**src/rtl/prom_loader.sv**
```systemverilog
// Serial boot loader: 16-bit LE word count, then N little-endian 32-bit words written to boot memory.
// Define PROM_LOADER_CKSUM_EN to require a trailing 8-bit additive checksum byte before FINISH.
module prom_loader #(
  parameter int TIMEOUT  = 100000,
  parameter int MAXWORDS = 512
) (
  input  logic        clk,
  input  logic        rst,
  input  logic        start,
  input  logic [7:0]  rx_data,
  input  logic        rx_rdy,
  output logic        rx_done,
  output logic        wr_en,
  output logic [8:0]  wr_adr,
  output logic [31:0] wr_data,
  output logic        busy,
  output logic        done,
  output logic        err
);

  localparam int TW = $clog2(TIMEOUT + 1);

  typedef enum logic [2:0] {
    IDLE, CNT_LO, CNT_HI, DATA, CKSUM, FINISH, FAIL
  } state_t;

  state_t         state, state_nxt;
  logic [15:0]    word_cnt;
  logic [1:0]     byte_idx;
  logic [TW-1:0]  idle_cnt;
  logic           accept, arm, last_word, timed_out;
  logic [15:0]    cnt_full;
`ifdef PROM_LOADER_CKSUM_EN
  logic [7:0]     cksum;
`endif

  assign busy      = (state == CNT_LO) || (state == CNT_HI) ||
                     (state == DATA)   || (state == CKSUM);
  // rx_done doubles as the "byte just taken" marker, so rx_rdy is ignored while it is high.
  assign accept    = rx_rdy && busy && !rx_done;
  assign arm       = start && ((state == IDLE) || (state == FINISH) || (state == FAIL));
  assign cnt_full  = {rx_data, word_cnt[7:0]};
  assign last_word = wr_en && ({7'd0, wr_adr} == (word_cnt - 16'd1));
  assign timed_out = busy && (idle_cnt == TW'(TIMEOUT));

  always_ff @(posedge clk or posedge rst) begin
    if (rst) state <= IDLE;
    else     state <= state_nxt;
  end

  always_comb begin
    state_nxt = state;
    case (state)
      IDLE, FINISH, FAIL: if (start) state_nxt = CNT_LO;
      CNT_LO: if (accept) state_nxt = CNT_HI;
      CNT_HI: if (accept) begin
        if ((cnt_full == 16'd0) || (int'(cnt_full) > MAXWORDS)) state_nxt = FAIL;
        else                                                    state_nxt = DATA;
      end
`ifdef PROM_LOADER_CKSUM_EN
      DATA:  if (last_word) state_nxt = CKSUM;
      CKSUM: if (accept) state_nxt = (rx_data == cksum) ? FINISH : FAIL;
`else
      DATA:  if (last_word) state_nxt = FINISH;
      CKSUM: state_nxt = FINISH;
`endif
      default: state_nxt = IDLE;
    endcase
    if (timed_out) state_nxt = FAIL;
  end

  always_ff @(posedge clk or posedge rst) begin
    if (rst) begin
      rx_done  <= 1'b0;
      wr_en    <= 1'b0;
      wr_adr   <= 9'd0;
      wr_data  <= 32'd0;
      done     <= 1'b0;
      err      <= 1'b0;
      word_cnt <= 16'd0;
      byte_idx <= 2'd0;
      idle_cnt <= '0;
`ifdef PROM_LOADER_CKSUM_EN
      cksum    <= 8'd0;
`endif
    end else begin
      rx_done <= accept;
      wr_en   <= 1'b0;

      // Idle time is measured per state: any progress or state change restarts it.
      if (accept || (state_nxt != state)) idle_cnt <= '0;
      else if (busy)                      idle_cnt <= idle_cnt + TW'(1);

      if (arm) begin
        done     <= 1'b0;
        err      <= 1'b0;
        wr_adr   <= 9'd0;
        word_cnt <= 16'd0;
        byte_idx <= 2'd0;
`ifdef PROM_LOADER_CKSUM_EN
        cksum    <= 8'd0;
`endif
      end

      if ((state_nxt == FINISH) && (state != FINISH)) done <= 1'b1;
      if ((state_nxt == FAIL)   && (state != FAIL))   err  <= 1'b1;

      if (accept) begin
        case (state)
          CNT_LO: word_cnt[7:0]  <= rx_data;
          CNT_HI: word_cnt[15:8] <= rx_data;
          DATA: begin
            wr_data[{byte_idx, 3'b000} +: 8] <= rx_data;
            byte_idx <= byte_idx + 2'd1;
`ifdef PROM_LOADER_CKSUM_EN
            cksum    <= cksum + rx_data;
`endif
            // A word completed in the same cycle as a timeout is dropped.
            if ((byte_idx == 2'd3) && (state_nxt == DATA)) wr_en <= 1'b1;
          end
          default: ;
        endcase
      end

      // wr_en always coincides with rx_done, so no byte is accepted in this cycle.
      if (wr_en && !last_word) wr_adr <= wr_adr + 9'd1;
    end
  end

endmodule

```
**config.mk**
```make
export PLATFORM = sky130hd
export DESIGN_NAME = prom_loader
export DESIGN_NICKNAME = d
export VERILOG_FILES = /design/src/rtl/prom_loader.sv
export SDC_FILE = /design/constraint.sdc
export NUM_CORES = 1
export LEC_CHECK = 0
export BUFFER_PORTS_ARGS = -buffer_cell sky130_fd_sc_hd__buf_2
export CORE_ASPECT_RATIO = 1.1
export CORE_MARGIN = 5
export CORE_UTILIZATION = 30
export DETAILED_ROUTE_END_ITERATION = 10
export PLACE_DENSITY = 0.54
export SYNTH_ARGS = -nofsm -noshare
export SYNTH_HDL_FRONTEND = slang
export SYNTH_SLANG_ARGS = --single-unit
```
**constraint.sdc**
```tcl
create_clock -name clk -period 4.05 [get_ports clk]
set_input_delay 0 -clock clk [delete_from_list [all_inputs] [get_ports clk]]
set_output_delay 0 -clock clk [all_outputs]
set_load 0.02 [all_outputs]
```
==> flow_summary.ini, run 1 <==
[run_status]
status = complete, no violations

[synth]
synthTopCellsByArea = dfrtp_1 46%, nand2_1 10%, o21ai_0 6.0%
synth_ff_type = dfrtp_1
synth_edf_count = 0
synth_top_cell_area_share = 0.4589
ys_seq_area_frac = 0.4589
async_flop_share = 1.000
synth_cell_types = 50
synth_seq_cells = 83
syn_inst = 524
synthesis.nets = 545
yosys_warnings = 0
synth_area_sq_um = 4526
syn_area_per_cell_sq_um = 8.637
synth_area_leader_cell = dfrtp_1

[grt]
grt_pass1_wl_microns = 19750
gr-usage-all-layers = 0.1373
grt_antenna_before_repair = 0
grt_pass1_vias = 3776
grt_max_degree = 45
grt-ovfl-total = 0

[pwr]
seq_power_share = 0.371
cellLeakagePower_nw = 2.380
power_mw = 3.387
p_per_area_nw_per_um2 = 639.1
internal-power_mw = 1.954
p_sw_frac = 0.4232
switchingPower_mw = 1.433
comb_power_share = 0.412
p_clk_frac = 0.217
ir_drop_mv = 0.2350

[detailed_routing]
first_pass_iters = 4
vias = 3859
drc = 0
wl_per_cell_microns = 15.39
ant_nets = 0
routed_wl_microns = 12000
routed_via_density = 4.947
drtIter0Drc = 150

[floorplan]
die_y_microns = 138.8
rows = 47
die_x_microns = 127.1
fp.coreArea_sq_um = 14940
start_util = 0.3030
ios = 58
dieArea_sq_um = 17640

[timing]
finClkSkew_ns = 0.008088
fmaxAchievable_mhz = 298.5
min_period_ns = 3.350
setup_viol = 0
tightest_slew_ns = 0.9235
finalSetupTns_ns = 0
finalMaxSlewViolations = 0
min_period_over_period = 0.8271
max_slew_margin = 0.3830
finalHoldViolCount = 0
rsz0062_at_grt = false

[hold_path]
hold_depth = 3
min_path_type = input port to flip-flop

[flow_run]
maxCapViolations = 0

[clock_network]
cts_setup_buffers = 0
cts.root.buffer_cell = clkbuf_16
cts_tree = yes
numCtsBuffers = 9
cts-htree-levels = 3
clock_latency_ns = 0.34
clkTransAtPathRegs_ns = 0.06
cts.sinks = 83
cts_buffer_depth = 2

[place]
dp_hpwl_microns = 8466
portBuffers = 57
routabilityCongestion = 0.8608

[setup_path]
critPathMaxFanout = 17
cp_num_buf_inv = 1
cpMaxStageDelayCell = o2111a_1
critPathRequiredTime_ns = 4.23
path_cells = inv_1 > ha_1 > or3b_2 > or3_1 > a21o_1 > a21oi_1 > and3_1 > o2111a_1 > nor4_1
critPathCaptureType = flip-flop
slowest_delay_ns = 0.67
path_class = flip-flop to flip-flop
worstPathArrival_ns = 3.53
critPathTopFamily = simple AND/OR/NAND/NOR gates
path_depth = 9
r2r.worst_path.cells = 9
start_kind = flip-flop

[final_layout]
area_growth_pct = 17.11
layout-drive-gt1-share = 0.1524
fill_cells = 1558
fin_nets = 600
diodes = 0
cell usage after synthesis (all sizes together), types with 2 or more instances:
master,count
a31oi,5
nor4,19
o22ai,2
xnor2,17
nand4,8
xor2,11
or3,9
a21oi,10
ha,9
o31ai,3
nor2b,3
buf,8
nand2b,7
a31o,2
nor3,14
or3b,6
nand2,124
or4,6
and2,6
nor2,14
mux2,2
o211ai,2
nor4b,2
inv,13
a21o,3
nand3b,2
and3,10
nor4bb,3
nand3,35
dfrtp,83
nor3b,4
clkbuf,17
o21ai,54
worst register-to-register path: stages, from the launching register on:
cell      delay, ns
dfrtp_1        0.47
inv_1          0.09
ha_1           0.29
or3b_2         0.51
or3_1          0.36
a21o_1         0.18
a21oi_1        0.17
and3_1         0.33
o2111a_1       0.67
nor4_1         0.13
cell usage in the layout, fill, tap and decap left out, types with 4 or more instances in the layout:
master and n:
nand2_1 124, dfrtp_1 83, buf_2 57, o21ai_0 53
nand3_1 35, nor4_1 19, xnor2_1 17, nor3_1 14
nor2_1 14, inv_1 12, xor2_1 11, a21oi_1 10
and3_1 10, or3_1 9, ha_1 9, clkbuf_16 9
nand4_1 8, nand2b_1 7, dlygate4sd3_1 7, or3b_2 6
and2_1 5, a31oi_1 5, buf_4 5, or4_1 4
nor3b_1 4, clkinv_2 4, clkbuf_1 4
power groups by stage:
stage          logic, mW  registers (mW)  clock network (mW)
2_1_floorplan      0.951            1.29                   0
3_3_place_gp        1.38            1.26                   0
3_5_place_dp        1.40            1.27                   0
4_1_cts             1.41            1.26               0.754
5_1_grt             1.57            1.29               0.788
6_report            1.40            1.26               0.733
cells by family (layout without fill, tap and decap cells):
group | count (synthesis) | in the layout | share of synthesized area
and+or+nand+nor | 274 | 274 | 0.3019
xor gates and xnor gates | 28 | 28 | 0.05419
muxes | 3 | 3 | 0.007188
adders and majority gates | 9 | 9 | 0.02488
AOI/OAI and AO/OA | 89 | 89 | 0.1147
buffers and inverters | 38 | 98 | 0.03815
DFF | 83 | 83 | 0.4589
layout make-up:
class                           count  area [sq um]  area share
Multi-Input combinational cell    403          2280      0.4301
Clock inverter                      3         15.01    0.002833
Inverter                           13         50.05    0.009443
Clock buffer                       13         240.2     0.04533
Sequential cell                    83          2077      0.3919
Tap cell                          196         245.2     0.04627
Timing Repair Buffer               69         392.9     0.07413
flip-flops by register name (all words and copies together), names as in the netlist:
signal	flops
byte_idx	2
done	1
err	1
idle_cnt	17
rx_done	1
state	3
word_cnt	16
wr_adr	9
wr_data	32
wr_en	1
worst paths after layout:
| kind | from | to | slack, ns |
|---|---|---|---|
| min in group asynchronous | rst | wr_data[19] | 0.31 |
| min reg2reg | wr_data[16] | wr_data[16] | 0.48 |
| min | rx_data[0] | word_cnt[0] | 0.01 |
| max in group asynchronous | rst | wr_data[25] | 2.75 |
| max reg2reg | word_cnt[0] | idle_cnt[11] | 0.70 |
| max | word_cnt[0] | idle_cnt[11] | 0.70 |
through the flow:
step	hold WS, ns	instances	util	setup WS [ns]	instance area (sq um)
6_report	0.009912	780	0.3548	0.7003	5300
3_5_place_dp	0.1583	757	0.3331	0.7101	4975
5_1_grt	0.02796	780	0.3548	0.4461	5300
2_1_floorplan	0.1054	524	-	1.172	4526
3_3_place_gp	0.1536	757	0.3331	0.8068	4975
4_1_cts	0.009688	780	0.3548	0.6827	5300
timing repair:
action | in CTS | in global routing
hold buffers | 7 | 0
resized for setup | 0 | 0
endpoints found under the hold margin | 55 | 0
layer usage:
layer,routed length (microns),global-route usage,vias to the layer above
met1,5496,0.1778,1839
met4,191,0.04404,0
met2,5938,0.2280,53
met5,0,0,-
met3,375,0.03005,17
li1,-,-,1950
Note: power is estimated with default switching activity, not from simulation.
==> run 2, diff against run 1 <==
ABC_AREA = 1   (was unset)
clock period = 3.2 ns   (was 4.05 ns; I/O delays follow)
==> run 2 against run 1 <==
Against the previous run: routed wire length increased by 2.5%; largest cell class unchanged; synthesized cell count rose by 19%; flip-flop and latch count is the same.
==> flow_summary.ini, run 2 <==
[timing]
tightest_slew_ns = 0.7910
finalWorstSetupSlack_ns = 0.6149
max_slew_margin = 0.4686
whs_ns = 0.07020
finClkSkew_ns = 0.007047
min_period_ns = 2.585
finalSetupTns_ns = 0
min_period_over_period = 0.8078
finalMaxSlewViolations = 0
rsz0062_at_grt = false
finalHoldViolCount = 0
setup_viol = 0
fmaxAchievable_mhz = 386.8

[pwr]
comb_power_share = 0.501
internal-power_mw = 2.681
seq_power_share = 0.284
p_clk_frac = 0.215
cellLeakagePower_nw = 2.849
ir_drop_mv = 0.3802
switchingPower_mw = 2.498
p_per_area_nw_per_um2 = 895.7
p_sw_frac = 0.4823

[final_layout]
layout-drive-gt1-share = 0.1888
regMostFlops = wr_data
fill_cells = 1639
final_cell_mix = 150 x nand2_1, 83 x dfrtp_1, 68 x inv_1
diodes = 0
multi_input_area_sq_um = 2421
fin_nets = 715
area_growth_pct = 19.19
instances_no_fill = 899
finish.utilization = 0.3660
largest_registers = wr_data (32), idle_cnt (17), word_cnt (16)
final_common_cell = nand2_1
ff_latch_area_sq_um = 2077
largest_reg_flops = 32

[synth]
synthesis.nets = 643
synthTopCellsByArea = dfrtp_1 43%, nand2_1 12%, nand3_1 6.8%
syn_area_per_cell_sq_um = 7.799
synth_seq_cells = 83
syn_inst = 622
synth_edf_count = 0
synth_cell_types = 42
synth_commonest_cells = 150 x nand2_1, 83 x dfrtp_1, 69 x inv_1
synth_ff_type = dfrtp_1
synth_top_cell_area_share = 0.4282
async_flop_share = 1.000
yosys_warnings = 0
synth_area_sq_um = 4851
synth_area_leader_cell = dfrtp_1
synth_most_common_cell = nand2_1
ys_seq_area_frac = 0.4282

[detailed_routing]
routed_wl_microns = 12300
wl_per_cell_microns = 13.69
ant_nets = 0
first_pass_iters = 5
vias = 4197
drtIter0Drc = 230
drc = 0
routed_via_density = 4.669

[clock_network]
ctsHoldBuffers = 9
cts.sinks = 83
cts_buffer_depth = 2
clock_latency_ns = 0.35
cts_tree = yes
numCtsBuffers = 9
cts_resized = 0
cts_setup_buffers = 0
cts.root.buffer_cell = clkbuf_16
cts-htree-levels = 3
clkTransAtPathRegs_ns = 0.06

[place]
routabilityCongestion = 0.8344
dp_cells = 874
dp_hpwl_microns = 9149
portBuffers = 57
pre_cts_ws_ns = 0.6160

[floorplan]
start_util = 0.3071
rows = 48
fp.coreArea_sq_um = 15800
die_x_microns = 131.2
ios = 58
die_y_microns = 143.4
dieArea_sq_um = 18820

[setup_path]
cp_num_buf_inv = 1
path_class = flip-flop to flip-flop
worstReg2RegStart = word_cnt[0]
start_kind = flip-flop
critPathMaxFanout = 17
cpMaxStageDelayCell = dfrtp_1
slowest_delay_ns = 0.40
critPathCaptureType = flip-flop
reg2reg_to = idle_cnt[15]
critPathTopFamily = simple AND/OR/NAND/NOR gates
reg2reg_setup_slack_ns = 0.61
worstPathArrival_ns = 2.85
critPathRequiredTime_ns = 3.47
path_cells = inv_1 > ha_1 > nand2_2 > nor2_4 > nand2_1 > nand2_1 > nand2_1 > nor2_1 > nand2_1 > nor2_1 > nand4_1 > nand2_1 > nand2_2 > nand2_2 > nand2_2 > nand2_2 > nand2_4 > nor2_1
r2r.worst_path.cells = 18

[grt]
grt_antenna_before_repair = 0
grt_pass1_vias = 4063
grt_max_degree = 35
gr-usage-all-layers = 0.1359
grt_pass1_wl_microns = 20780
grt-ovfl-total = 0

[run_status]
status = complete, no violations

[hold_path]
min_to = rx_done
min_path_type = input port to flip-flop
worstHoldStart = rx_rdy
hold_depth = 5

[flow_run]
maxCapViolations = 0
-- run 2: worst max path at each step --
stage | end | slack, ns | depth (start not counted) | start
after floorplan | idle_cnt[1] | 1.01 | 20 | word_cnt[0]
final | idle_cnt[15] | 0.61 | 18 | word_cnt[0]
after detailed placement | idle_cnt[15] | 0.62 | 18 | word_cnt[0]
after global placement | idle_cnt[16] | 0.69 | 17 | word_cnt[0]
after global routing | idle_cnt[13] | 0.32 | 18 | word_cnt[0]
after CTS | idle_cnt[15] | 0.59 | 18 | word_cnt[0]
-- run 2: per-layer routing --
metal | track usage | share of wire | vias up
li1 | - | - | 2155
met1 | 0.1794 | 0.47 | 1926
met2 | 0.2163 | 0.46 | 102
met3 | 0.03291 | 0.049 | 14
met4 | 0.05306 | 0.018 | 0
met5 | 0 | 0 | -
-- run 2: logic make-up (layout without fill, tap and decap cells) --
kind of cell | Yosys count | in the layout | synth area share
AOI/OAI and AO/OA | 64 | 64 | 0.07351
xor gates and xnor gates | 29 | 29 | 0.05236
adders and majority gates | 9 | 9 | 0.02321
buffers and inverters | 89 | 166 | 0.07274
DFF | 83 | 83 | 0.4282
and+or+nand+nor | 348 | 348 | 0.3500
-- run 2: worst register-to-register path: stages (launching register included) --
cell	delay, ns
dfrtp_1	0.40
inv_1	0.15
ha_1	0.22
nand2_2	0.16
nor2_4	0.20
nand2_1	0.08
nand2_1	0.08
nand2_1	0.05
nor2_1	0.10
nand2_1	0.06
nor2_1	0.10
nand4_1	0.12
nand2_1	0.11
nand2_2	0.06
nand2_2	0.09
nand2_2	0.06
nand2_2	0.08
nand2_4	0.22
nor2_1	0.17
-- run 2: stage by stage --
stage	power, mW	area (sq um)
after floorplan	3.526	4851
after global placement	4.083	5371
after detailed placement	4.069	5371
after CTS	5.212	5782
after global routing	5.612	5782
final	5.179	5782
-- run 2: layout make-up --
type,count,share of cell area
multi-input combinational,450,0.4187
sequential,83,0.3592
timing repair buffer,71,0.07141
inverter,79,0.05194
clock buffer,11,0.04371
tap,200,0.04328
clock inverter,5,0.01169
-- run 2: power groups by stage --
| stage | clock (mW) | combinational, mW | sequential (mW) |
|---|---|---|---|
| detailed placement | 0 | 2.58 | 1.49 |
| global route | 1.18 | 2.92 | 1.51 |
| floorplan | 0 | 2.05 | 1.48 |
| CTS | 1.14 | 2.60 | 1.47 |
| global placement | 0 | 2.59 | 1.49 |
| finish | 1.11 | 2.59 | 1.47 |
==> run 3, diff against run 2 <==
PLACE_DENSITY = 0.55   (was 0.54)
clock period = 2.16 ns   (was 3.2 ns; I/O delays follow)
==> run 3 against run 2 <==
Against the previous run: the run now ends with negative setup slack left; total power rose by 77%; first-iteration DRC count decreased by 7.4%; worst hold slack gained 0.026 ns; non-clock buffer count up 71; sequential share of layout area shrank 3.9 points; highest routed layer unchanged; register-to-register slack worse by 0.79 ns; flip-flop and latch count did not move; routed wire length up 9.2%; fmax rose by 11%; via count is 7.5% higher.
==> flow_summary.ini, run 3 (synthesis results as in run 2) <==
[setup_path]
critPathCaptureType = flip-flop
critPathRequiredTime_ns = 2.39
reg2reg_setup_slack_ns = -0.17
path_class = flip-flop to flip-flop
critPathTopFamily = simple AND/OR/NAND/NOR gates
cp_num_buf_inv = 3
slowest_delay_ns = 0.38
worstPathArrival_ns = 2.56
path_cells = inv_2 > ha_4 > inv_2 > nand2_1 > nand2_1 > nor2_2 > nand3_1 > nor2_1 > nand2_1 > nor2_2 > nand4_1 > nand2_1 > nand2_1 > nand2_2 > nand3_2 > nand2_2 > nor2_4 > buf_12 > nand2_8 > nor2_4
critPathMostFrequentCell = nand2_1
start_kind = flip-flop
critPathMaxFanout = 8
cpMaxStageDelayCell = dfrtp_1

[floorplan]
dieArea_sq_um = 18820
die_y_microns = 143.4
start_util = 0.3071
rows = 48
die_x_microns = 131.2
fp.coreArea_sq_um = 15800
ios = 58

[timing]
finalWorstSetupSlack_ns = -0.1733
finClkSkew_ns = 0.007159
whs_ns = 0.09579
setup_viol = 18
min_period_over_period = 1.080
finalHoldViolCount = 0
fmaxAchievable_mhz = 428.6
finalMaxSlewViolations = 0
tightest_slew_ns = 0.6871
rsz0062_at_grt = true
max_slew_margin = 0.5414
finalSetupTns_ns = -2.601
min_period_ns = 2.333

[detailed_routing]
ant_nets = 0
vias = 4511
routed_wl_microns = 13440
wl_per_cell_microns = 13.84
first_pass_iters = 4
routed_via_density = 4.646
drc = 0
drtIter0Drc = 213

[final_layout]
final_cell_mix = 144 x nand2_1, 77 x dfrtp_1, 73 x buf_4
fin_nets = 788
ff_latch_area_sq_um = 2085
largest_registers = wr_data (32), idle_cnt (17), word_cnt (16)
layout-drive-gt1-share = 0.3061
regMostFlops = wr_data
multi_input_area_sq_um = 2590
design_area_sq_um = 6510
final_common_cell = nand2_1
fill_cells = 1622
largest_reg_flops = 32
area_growth_pct = 34.20
diodes = 0

[clock_network]
numCtsBuffers = 9
cts_buffer_depth = 2
cts_tree = yes
cts-htree-levels = 3
cts.sinks = 83
cts.root.buffer_cell = clkbuf_16
clkTransAtPathRegs_ns = 0.06
clock_latency_ns = 0.35

[place]
routabilityCongestion = 0.8349
portBuffers = 57
dp_hpwl_microns = 9837
placed_area_sq_um = 5887

[pwr]
ir_drop_mv = 0.9381
p_per_area_nw_per_um2 = 1408
cellLeakagePower_nw = 3.226

[grt]
grt_max_degree = 39
grt_pass1_vias = 4540
gr-usage-all-layers = 0.1480
grt-ovfl-total = 0
grt_antenna_before_repair = 0
grt_pass1_wl_microns = 22740

[flow_run]
maxCapViolations = 0

[hold_path]
min_path_type = input port to flip-flop

[run_status]
violations = negative setup slack
status = finished with violations
[run 3: cell types whose count changed in the layout (fill, tap and decap cells not counted), sizes merged]
cell / delta
buf: +71
inv: -3
clkbuf: +2
bufinv: +1
clkinv: -1
nand2: +1
nor2: +1
[run 3: worst reg2reg max path: cells and delay by family (launching register included)]
family        cells  cell delay, ns
buf+inv           3            0.22
flops             1            0.38
fa+ha+maj         1            0.27
simple gates     16            1.35
[run 3: path summary, 6_finish.rpt]
kind	depth (start not counted)	end	start
hold / removal	4	byte_idx[1]	start
hold reg to reg	2	err	err
setup reg to reg	20	idle_cnt[0]	word_cnt[1]
max in group asynchronous	4	word_cnt[5]	rst
setup / recovery	20	idle_cnt[0]	word_cnt[1]
min in group asynchronous	3	wr_data[2]	rst
[run 3: area by class of cell]
type | count | share of cell area
Clock buffer | 13 | 0.03844
Multi-Input combinational cell | 452 | 0.3978
Sequential cell | 83 | 0.3202
Tap cell | 200 | 0.03844
Inverter | 79 | 0.04613
Timing Repair Buffer | 142 | 0.1497
Clock inverter | 2 | 0.009225
[run 3: timing repair]
item | 4_1_cts | 5_1_grt
buffers inserted | 2 | 3
gates resized for setup | 19 | 26
gates cloned | 2 | 0
pin swaps | 14 | 12
endpoints found under the setup margin | 22 | 39
hold endpoints to repair | 52 | 0
hold buffers | 9 | 0
[run 3: metrics by stage]
step,setup slack [ns],std cells,power (mW),utilization
finish,-0.1733,971,9.169,0.4122
global route,-0.3429,971,9.951,0.4122
CTS,-0.1967,968,9.000,0.4061
detailed placement,-0.3575,940,6.813,0.3727
global placement,-0.3164,940,6.822,0.3727
floorplan,0.01273,622,5.250,-
[run 3: where the power goes]
part | switching [mW] | internal (mW) | total [mW]
Clock | 0.601 | 1.04 | 1.64
Sequential | 0.285 | 1.83 | 2.11
Combinational | 3.27 | 2.15 | 5.42
Total | 4.16 | 5.01 | 9.17
[run 3: metal layers]
layer | vias to the layer above | wire length, microns | GRT usage
met3 | 16 | 438 | 0.02976
met4 | 0 | 229 | 0.05033
met2 | 73 | 6433 | 0.2444
li1 | 2322 | - | -
met1 | 2100 | 6338 | 0.1951
met5 | - | 0 | 0
